### config.mk
export PLATFORM = sky130hd
export DESIGN_NAME = mult_seq_flat
export DESIGN_NICKNAME = d
export VERILOG_FILES = /design/src/rtl/md_pkg.sv /design/src/rtl/mult_seq_if.sv /design/src/rtl/adder.sv /design/src/rtl/mult_seq.sv /design/src/flat_wrapper.sv
export SDC_FILE = /design/constraint.sdc
export NUM_CORES = 1
export LEC_CHECK = 0
export CAP_MARGIN = 10
export CELL_PAD_IN_SITES_DETAIL_PLACEMENT = 1
export CELL_PAD_IN_SITES_GLOBAL_PLACEMENT = 1
export CORE_MARGIN = 1.5
export CORE_UTILIZATION = 46
export DETAILED_ROUTE_END_ITERATION = 12
export PLACE_DENSITY_LB_ADDON = 0.1
export SLEW_MARGIN = 30
export SYNTH_ARGS = -nofsm -noshare
export SYNTH_HDL_FRONTEND = slang
export SYNTH_HIERARCHICAL = 1
export SYNTH_SLANG_ARGS = --single-unit
### constraint.sdc
create_clock -name clk -period 18.4 [get_ports clk]
set_input_delay 3.68 -clock clk [delete_from_list [all_inputs] [get_ports clk]]
set_output_delay 3.68 -clock clk [all_outputs]
set_load 0.005 [all_outputs]
### src/rtl/md_pkg.sv
// Shared definitions for the sequential multiplier: FSM state encoding,
// default operand width, fixed latency and counter width.
package md_pkg;

  localparam int unsigned MULT_N       = 32;
  // Cycles from the start-sampling edge to the done cycle, inclusive.
  localparam int unsigned MULT_LATENCY = MULT_N + 5;
  localparam int unsigned CNT_W        = $clog2(MULT_N);

  typedef enum logic [2:0] {
    StIdle  = 3'd0,
    StPrepA = 3'd1,
    StPrepB = 3'd2,
    StCalc  = 3'd3,
    StNegLo = 3'd4,
    StNegHi = 3'd5,
    StDone  = 3'd6
  } state_e;

endpackage

### src/rtl/mult_seq_if.sv
// Request/response bundle of the sequential multiplier.
//   master: drives start, is_signed, a, b, cancel; observes ready, busy, done, hi, lo
//   slave : the multiplier side (mult_seq)
interface mult_seq_if
  import md_pkg::*;
#(
  parameter int unsigned N = MULT_N
) ();

  logic         start;
  logic         is_signed;
  logic [N-1:0] a;
  logic [N-1:0] b;
  logic         cancel;
  logic         ready;
  logic         busy;
  logic         done;
  logic [N-1:0] hi;
  logic [N-1:0] lo;

  modport master (
    output start, is_signed, a, b, cancel,
    input  ready, busy, done, hi, lo
  );

  modport slave (
    input  start, is_signed, a, b, cancel,
    output ready, busy, done, hi, lo
  );

endinterface

### src/rtl/adder.sv
// Parameterised n-bit ripple-carry adder.
//   x, y : addends
//   ci   : carry in
//   sum  : x + y + ci (low n bits)
//   co   : carry out
module adder #(
  parameter int unsigned n = 32
) (
  input  logic [n-1:0] x,
  input  logic [n-1:0] y,
  input  logic         ci,
  output logic [n-1:0] sum,
  output logic         co
);

  logic [n:0] carry;

  always_comb begin
    carry[0] = ci;
    sum      = '0;
    for (int i = 0; i < n; i++) begin
      sum[i]       = x[i] ^ y[i] ^ carry[i];
      carry[i + 1] = (x[i] & y[i]) | (carry[i] & (x[i] ^ y[i]));
    end
  end

  assign co = carry[n];

endmodule

### src/rtl/mult_seq.sv
// Multi-cycle NxN -> 2N multiplier (MULT/MULTU into HI/LO).
// Radix-2 shift-add on operand magnitudes; one shared ripple adder handles
// operand negation, partial-product accumulation and result negation.
//   clk   : rising-edge clock
//   rst_n : asynchronous active-low reset
//   bus   : slave side of mult_seq_if (start/is_signed/a/b/cancel in,
//           ready/busy/done/hi/lo out)
module mult_seq
  import md_pkg::*;
#(
  parameter int unsigned N = MULT_N
) (
  input  logic        clk,
  input  logic        rst_n,
  mult_seq_if.slave   bus
);

  localparam int unsigned CntW = $clog2(N);

  state_e          state_q, state_d;
  logic [N-1:0]    a_q, a_d;
  logic [N-1:0]    b_q, b_d;
  logic            sgn_q, sgn_d;
  logic            neg_res_q, neg_res_d;
  logic [N-1:0]    mcand_q, mcand_d;
  logic [N-1:0]    acc_hi_q, acc_hi_d;
  logic [N-1:0]    acc_lo_q, acc_lo_d;
  logic            c_lo_q, c_lo_d;
  logic [CntW-1:0] cnt_q, cnt_d;
  logic [N-1:0]    hi_q, hi_d;
  logic [N-1:0]    lo_q, lo_d;

  logic [N-1:0]    add_x, add_y, add_sum;
  logic            add_ci, add_co;

  logic            neg_a, neg_b, is_ready, accept;

  assign neg_a    = sgn_q & a_q[N-1];
  assign neg_b    = sgn_q & b_q[N-1];
  assign is_ready = (state_q == StIdle) || (state_q == StDone);
  assign accept   = is_ready & bus.start & ~bus.cancel;

  adder #(.n(N)) u_adder (
    .x   (add_x),
    .y   (add_y),
    .ci  (add_ci),
    .sum (add_sum),
    .co  (add_co)
  );

  always_comb begin
    state_d   = state_q;
    a_d       = a_q;
    b_d       = b_q;
    sgn_d     = sgn_q;
    neg_res_d = neg_res_q;
    mcand_d   = mcand_q;
    acc_hi_d  = acc_hi_q;
    acc_lo_d  = acc_lo_q;
    c_lo_d    = c_lo_q;
    cnt_d     = cnt_q;
    hi_d      = hi_q;
    lo_d      = lo_q;
    add_x     = '0;
    add_y     = '0;
    add_ci    = 1'b0;

    if (accept) begin
      a_d       = bus.a;
      b_d       = bus.b;
      sgn_d     = bus.is_signed;
      neg_res_d = bus.is_signed & (bus.a[N-1] ^ bus.b[N-1]);
    end

    unique case (state_q)
      StIdle: begin
        if (accept) state_d = StPrepA;
      end
      StPrepA: begin
        // |a| via ~a + 1 when negative; -2^(N-1) maps to 2^(N-1) unsigned.
        add_x   = neg_a ? ~a_q : a_q;
        add_ci  = neg_a;
        mcand_d = add_sum;
        state_d = StPrepB;
      end
      StPrepB: begin
        add_x    = neg_b ? ~b_q : b_q;
        add_ci   = neg_b;
        acc_lo_d = add_sum;
        acc_hi_d = '0;
        cnt_d    = '0;
        state_d  = StCalc;
      end
      StCalc: begin
        // Add mcand into the upper half if the multiplier LSB is set,
        // then shift {carry, acc_hi, acc_lo} right by one.
        add_x    = acc_hi_q;
        add_y    = acc_lo_q[0] ? mcand_q : '0;
        acc_hi_d = {add_co, add_sum[N-1:1]};
        acc_lo_d = {add_sum[0], acc_lo_q[N-1:1]};
        cnt_d    = cnt_q + 1'b1;
        if (cnt_q == CntW'(N - 1)) state_d = StNegLo;
      end
      StNegLo: begin
        add_x    = neg_res_q ? ~acc_lo_q : acc_lo_q;
        add_ci   = neg_res_q;
        acc_lo_d = add_sum;
        c_lo_d   = add_co;
        state_d  = StNegHi;
      end
      StNegHi: begin
        // Upper half of the two's complement takes the low-half carry.
        add_x    = neg_res_q ? ~acc_hi_q : acc_hi_q;
        add_ci   = neg_res_q & c_lo_q;
        acc_hi_d = add_sum;
        hi_d     = add_sum;
        lo_d     = acc_lo_q;
        state_d  = StDone;
      end
      StDone: begin
        state_d = accept ? StPrepA : StIdle;
      end
      default: begin
        state_d = StIdle;
      end
    endcase

    // Flush: abort any non-idle state; results are only committed by a
    // completed NEG_HI, so a cancel there must not touch hi/lo.
    if (bus.cancel && (state_q != StIdle)) begin
      state_d = StIdle;
      hi_d    = hi_q;
      lo_d    = lo_q;
    end
  end

  always_ff @(posedge clk or negedge rst_n) begin
    if (!rst_n) begin
      state_q   <= StIdle;
      a_q       <= '0;
      b_q       <= '0;
      sgn_q     <= 1'b0;
      neg_res_q <= 1'b0;
      mcand_q   <= '0;
      acc_hi_q  <= '0;
      acc_lo_q  <= '0;
      c_lo_q    <= 1'b0;
      cnt_q     <= '0;
      hi_q      <= '0;
      lo_q      <= '0;
    end else begin
      state_q   <= state_d;
      a_q       <= a_d;
      b_q       <= b_d;
      sgn_q     <= sgn_d;
      neg_res_q <= neg_res_d;
      mcand_q   <= mcand_d;
      acc_hi_q  <= acc_hi_d;
      acc_lo_q  <= acc_lo_d;
      c_lo_q    <= c_lo_d;
      cnt_q     <= cnt_d;
      hi_q      <= hi_d;
      lo_q      <= lo_d;
    end
  end

  assign bus.ready = is_ready;
  assign bus.busy  = (state_q == StPrepA) || (state_q == StPrepB) || (state_q == StCalc) ||
                     (state_q == StNegLo) || (state_q == StNegHi);
  assign bus.done  = (state_q == StDone);
  assign bus.hi    = hi_q;
  assign bus.lo    = lo_q;

endmodule

### src/flat_wrapper.sv
// flat-port wrapper written by rule: the top's interface ports become plain ports
module mult_seq_flat import md_pkg::*;
#(
  parameter int unsigned N = MULT_N
)
  (clk, rst_n, bus_start, bus_is_signed, bus_a, bus_b, bus_cancel, bus_ready, bus_busy, bus_done, bus_hi, bus_lo);
  mult_seq_if #(.N(N)) bus_i ();
  input  logic clk;
  input  logic rst_n;
  input wire logic [$bits(bus_i.start)-1:0] bus_start;
  input wire logic [$bits(bus_i.is_signed)-1:0] bus_is_signed;
  input wire logic [$bits(bus_i.a)-1:0] bus_a;
  input wire logic [$bits(bus_i.b)-1:0] bus_b;
  input wire logic [$bits(bus_i.cancel)-1:0] bus_cancel;
  output wire logic [$bits(bus_i.ready)-1:0] bus_ready;
  output wire logic [$bits(bus_i.busy)-1:0] bus_busy;
  output wire logic [$bits(bus_i.done)-1:0] bus_done;
  output wire logic [$bits(bus_i.hi)-1:0] bus_hi;
  output wire logic [$bits(bus_i.lo)-1:0] bus_lo;
  assign bus_i.start = bus_start;
  assign bus_i.is_signed = bus_is_signed;
  assign bus_i.a = bus_a;
  assign bus_i.b = bus_b;
  assign bus_i.cancel = bus_cancel;
  assign bus_ready = bus_i.ready;
  assign bus_busy = bus_i.busy;
  assign bus_done = bus_i.done;
  assign bus_hi = bus_i.hi;
  assign bus_lo = bus_i.lo;
  mult_seq #(.N(N)) u_core (.clk(clk), .rst_n(rst_n), .bus(bus_i));
endmodule
# Word-level counts from Yosys, hierarchy flattened
# Cells that the tools add are included.
classes:
  addsub: 1
  n_eq_ne: 9
  mux: 16
  bitwise_logic: 173
  n_reduce_logical: 14
ops:
  columns: ["cell", "count"]
  rows:
  - ["$mux W32", 6]
  - ["$pmux W32 S5", 1]
  - ["$not A32 Y32", 4]
  - ["$pmux W32 S3", 1]
  - ["$and A1 B1 Y1", 70]
  - ["$xor A1 B1 Y1", 65]
  - ["$pmux W32 S2", 1]
  - ["$or A1 B1 Y1", 32]
  - ["$pmux W3 S7", 1]
  - ["$pmux W5 S2", 1]
  - ["$eq A3 B3 Y1 const B", 3]
  - ["$mux W3", 3]
  - ["$eq A3 B2 Y1 const B", 2]
  - ["$reduce_bool A3 Y1", 2]
  - ["$add A5 B1 Y5 const B", 1]
  - ["$eq A5 B5 Y1 const B", 1]
  - ["$logic_or A1 B1 Y1", 5]
  - ["$pmux W1 S4", 1]
  - ["$reduce_and A2 Y1", 2]
  - ["$reduce_bool A2 Y1", 2]
  - ["$eq A3 B1 Y1 const B", 1]
  - ["$logic_not A3 Y1", 1]
  - ["$ne A3 B1 Y1 const B", 1]
  - ["$ne A3 B2 Y1 const B", 1]
  - ["4 further kinds", 5]
word_totals:
  ff_bits: 235
  input_bits: 69
  output_inout_bits: 67

# Depth between registers and ports, before layout
depth:
  word_depth: 69
  mapped_depth: 44
  depth_no_buf: 42

# Hierarchy
# Netlist, hierarchy kept.
by_module_without_submodules:
  columns: ["mod", "n_inst", "cells_each", "area_each_um2"]
  rows:
  - ["mult_seq", 1, 1100, 12280.5]
  - ["adder", 1, 42, 678.2]

# Worst setup path before layout
# OpenSTA, ideal clock, no wires.
synth_timing:
  path_type: "register -> register"
  start: "register u_core.state_q[0]"
  end: "register u_core.acc_hi_q[31]"
  setup_ps: 77
  arrival_ps: 13969
  t_required_ps: 18323
  slack_ps: 4354
  stages_incl_launch_ff: 45
  n_path_buf: 3
  path_cell_list: "dfrtp_1 -> buf_6 -> and3b_1 -> buf_2 -> clkbuf_1 -> a2111oi_0 -> o22ai_1 -> fa_1 -> fa_1 -> fa_1 -> fa_1 -> fa_1 -> fa_1 -> fa_1 -> fa_1 -> fa_1 -> fa_1 -> fa_1 -> [9 not listed] -> fa_1 -> fa_1 -> fa_1 -> fa_1 -> fa_1 -> fa_1 -> fa_1 -> fa_1 -> fa_1 -> fa_1 -> fa_1 -> fa_1 -> fa_1 -> inv_1 -> fa_1 -> inv_1 -> o21ai_0 -> a21oi_1"
synth_via:
  elab_cells_between_ends: 139
  classes_between: "eq/ne (5); mux (4); bitwise (129); reduce/logical (1)"
synth_lines:
  columns: ["element", "line_no", "rtl"]
  rows:
  - ["from (decl)", "mult_seq.sv:20", "state_e state_q, state_d;"]
  - ["from (signal assigned)", "mult_seq.sv:139", "state_q <= StIdle;"]
  - ["from (signal assigned)", "mult_seq.sv:152", "state_q <= state_d;"]
  - ["$eq A3 B3 Y1 (tied with other cells)", "mult_seq.sv:75", "unique case (state_q)"]
  - ["$pmux W32 S5 (*)", "mult_seq.sv:75", null]
  - ["net u_core.add_x[0]", "mult_seq.sv:33", "logic [N-1:0] add_x, add_y, add_sum;"]
  - ["$xor A1 B1 Y1", "adder.sv:23", "carry[i + 1] = (x[i] & y[i]) | (carry[i] & (x[i] ^ y[i]));"]
  - ["$and A1 B1 Y1", "adder.sv:23", null]
  - ["$or A1 B1 Y1 (*)", "adder.sv:23", null]
  - ["$and A1 B1 Y1 (*)", "adder.sv:23", null]
  - ["$or A1 B1 Y1 (*)", "adder.sv:23", null]
  - ["[53 not listed]", null, null]
  - ["$or A1 B1 Y1 (*)", "adder.sv:23", null]
  - ["$and A1 B1 Y1 (*)", "adder.sv:23", null]
  - ["$or A1 B1 Y1 (*)", "adder.sv:23", null]
  - ["$and A1 B1 Y1 (*)", "adder.sv:23", null]
  - ["$or A1 B1 Y1 (*)", "adder.sv:23", null]
  - ["$xor A1 B1 Y1 (*)", "adder.sv:22", "sum[i] = x[i] ^ y[i] ^ carry[i];"]
  - ["net u_core.add_sum[31]", "mult_seq.sv:33", null]
  - ["$pmux W32 S3 (*)", "mult_seq.sv:75", null]
  - ["to (signal assigned)", "mult_seq.sv:158", "acc_hi_q <= acc_hi_d;"]
  - ["to (decl)", "mult_seq.sv:26", "logic [N-1:0] acc_hi_q, acc_hi_d;"]
# Mark *: on every way through the listed nets, which the timed path passes. The rest lies on a longest branch.
# A chain may end at the register's enable or synchronous reset.

# Worst setup path after layout
# Same ends and word-level chain as after synthesis.

==> impl_metrics.json <==
{
  "outcome": "finished clean",
  "ant_nets": 0,
  "yosys.area_share.simple_pct": 8.86,
  "core_area_um2": 27800,
  "yosysSeqAreaShare_pct": 45.4,
  "use_met2_pct": 42.0,
  "grtUsageMet1_pct": 35.1,
  "hold_buffers": 0,
  "cts_buffers": 26,
  "placedCellCount": 1583,
  "path_common_cell": "fa_1",
  "cp-end-kind": "flip-flop",
  "critPathBufInv": 5,
  "wl_mm": 36.0,
  "overflow": 0,
  "area_delta_synth_final_pct": 18.5,
  "synth_top_cell_by_area": "dfrtp_1",
  "antennaDiodeCount": 0,
  "ys_ff_latch": 235,
  "cts_buffer_depth": 3,
  "fp.dieW_um": 171,
  "skew_ns": 0.0140,
  "synthMuxAreaShare_pct": 19.2,
  "cts_tree": "done",
  "drt_iter0_drc": 589,
  "relSlewSlack_pct": 43.8,
  "cts.repair.resized": 0,
  "maxCapViolations": 0,
  "path_class": "flip-flop to flip-flop",
  "vdd_drop_max_mv": 0.0629,
  "synthTopCellsByCount": "dfrtp_1 (235), mux2_2 (125), nand2_1 (100), a21oi_1 (68), mux2i_1 (67)",
  "finalNetCount": 1340,
  "slowest_delay_ns": 0.80,
  "async_flop_share_pct": 100,
  "fp.dieH_um": 171,
  "cp_slowest_cell": "dfrtp_2",
  "finalSetupViolCount": 0,
  "cp-start-kind": "flip-flop",
  "busiest_layer": "met2",
  "vias": 9560,
  "cellPowerDensity_nw_per_um2": 107,
  "dpl-instance-area_um2": 14400,
  "syn_area_um2": 13000,
  "tightest_slew_ns": 0.841,
  "finish.utilization_pct": 55.3,
  "grt_pass1_vias": 10000,
  "fin_crit_ns": 15.72,
  "register_area_um2": 5880,
  "firstDrtPassIters": 5,
  "dp_hpwl_mm": 22.9,
  "portBuffers": 135,
  "synth_top_family_by_area": "multiplexers",
  "synthFlopType": "dfrtp_1",
  "grt_use_total_pct": 25.2,
  "dieArea_um2": 29200,
  "post_drt_wl_per_cell_um": 22.1,
  "final_area_um2": 15400,
  "fin_cells": 1632,
  "critPathTopFamily": "adder cells",
  "ys_warn_count": 6,
  "fillerInstances": 2966,
  "drc": 0,
  "fmax_mhz": 63.6,
  "synth_compound_area_share_pct": 14.1,
  "cts-root-buf": "clkbuf_16",
  "path_max_fanout": 29,
  "htreeDepth": 1,
  "row_count": 61,
  "cts_setup_buffers": 0,
  "clock-sinks": 235,
  "drive_gt1_share_pct": 18.6,
  "synth_edf_count": 0,
  "min_path_type": "flip-flop to flip-flop",
  "antenna_found_initial": 0,
  "start_util_pct": 46.6,
  "holdWs_ns": 0.488,
  "clk_pin_slew_ns": 0.06,
  "cp.arrival_ns": 16.19,
  "rsz0062_at_grt": "false",
  "synthAdderAreaFrac_pct": 5.33,
  "via_per_inst": 5.86,
  "netlist_instances": 1142,
  "timing.final.crit_share_pct": 85.4,
  "finalHoldViolCount": 0,
  "yosys.cell_count.top_type": "dfrtp_1",
  "grt_pass1_wl_mm": 57.2,
  "multi_input_area_um2": 6490,
  "p_leak_nw": 6.90,
  "cp.required_ns": 18.87,
  "place_congestion": 0.808,
  "synth_xor_area_share_pct": 2.56,
  "synthDistinctLibCells": 46,
  "synth_top_area_share_pct": 45.4,
  "synth.avg_cell_area_um2": 11.3,
  "num_io_pins": 136,
  "insertion_delay_ns": 0.55,
  "slew_viol_final": 0,
  "synth_nets": 1247,
  "grt_max_degree": 87,
  "use_met3_pct": 2.71,
  "ys_top_cells_by_area": "dfrtp_1 (45%), mux2_2 (11%), mux2i_1 (5.2%), fa_1 (4.9%), mux2_1 (3.1%)",
  "fin_setup_tns_ns": 0
}
## layer usage
metal / share of wire [%] / vias to the layer above
met4: 2.4 / 0
met5: 0 / -
met3: 4.0 / 58
met1: 46 / 4964
met2: 48 / 220
li1: - / 4318
## worst reg2reg max path: cells and delay by family (launching register included)
family	cells	cell delay, ns
buffers and inverters	5	0.87
adders and majority gates	32	12.64
muxes	2	0.39
DFF	1	0.80
AOI/OAI and AO/OA	4	0.96
## layout by cell type, fill, tap and decap left out, types with 3 or more instances in the layout
| master | instances |
|---|---|
| a2111oi_0 | 25 |
| a2111oi_1 | 5 |
| a211oi_1 | 31 |
| a21bo_2 | 30 |
| a21oi_1 | 68 |
| a22oi_1 | 29 |
| and3_1 | 33 |
| buf_4 | 19 |
| clkbuf_1 | 7 |
| clkbuf_16 | 26 |
| clkbuf_8 | 7 |
| clkdlybuf4s50_1 | 134 |
| clkinv_2 | 4 |
| dfrtp_1 | 232 |
| dfrtp_2 | 3 |
| fa_1 | 32 |
| ha_1 | 4 |
| inv_1 | 19 |
| mux2_1 | 36 |
| mux2_2 | 125 |
| mux2i_1 | 67 |
| nand2_1 | 99 |
| nand3_1 | 5 |
| nand3b_1 | 33 |
| nor2_1 | 39 |
| o21ai_0 | 43 |
| o22ai_1 | 31 |
| xnor2_1 | 34 |
## cell type report
class,instances,share of cell area [%]
repair buffers,158,10.2
clock inverters,7,0.627
flip-flops and latches,235,38.3
clock buffers,40,5.03
well taps,378,3.08
multi-input cells,794,42.2
inverters,20,0.489
## where the power goes
part	switching (mW)	internal, mW
registers	0.102	0.615
clock network	0.217	0.316
logic	0.207	0.191
## worst paths after layout
path / depth (start not counted) / slack (ns) / to / start
worst max-delay path: 43 / 2.68 / u_core/acc_hi_q[31]$_DFFE_PN0P_ / u_core/state_q[0]$_DFFE_PN0P_
worst min-delay path: 1 / 0.49 / u_core/bus.lo[22]$_DFFE_PN0P_ / u_core/bus.lo[22]$_DFFE_PN0P_
worst max register to register: 43 / 2.68 / u_core/acc_hi_q[31]$_DFFE_PN0P_ / u_core/state_q[0]$_DFFE_PN0P_
worst min register to register: 1 / 0.49 / u_core/bus.lo[22]$_DFFE_PN0P_ / u_core/bus.lo[22]$_DFFE_PN0P_
max in group asynchronous: 2 / 14.05 / u_core/acc_lo_q[17]$_DFFE_PN0P_ / rst_n
min in group asynchronous: 1 / 3.15 / u_core/cnt_q[2]$_DFFE_PN0P_ / rst_n
## per-stage QoR
| step | worst slack, ns | power [mW] |
|---|---|---|
| 3_5_place_dp | 2.81 | 1.12 |
| 3_3_place_gp | 3.06 | 1.10 |
| 5_1_grt | 2.12 | 1.73 |
| 2_1_floorplan | 4.35 | 0.977 |
| 4_1_cts | 2.72 | 1.66 |
| 6_report | 2.68 | 1.65 |
## sequential cells by signal, summed over array words and instances, names as in the netlist, 3 cells and up
register and count:
u_core/a_q 32, u_core/acc_hi_q 32, u_core/acc_lo_q 32, u_core/b_q 32, u_core/bus.hi 32, u_core/bus.lo 32, u_core/cnt_q 5, u_core/mcand_q 32
u_core/state_q 3
## cells by family after synthesis
group	after synthesis
DFF	235
AOI/OAI and AO/OA	268
and+or+nand+nor	225
buffers and inverters	113
xor gates and xnor gates	37
muxes	228
adders and majority gates	36
Power figures use the tool's default switching activity.
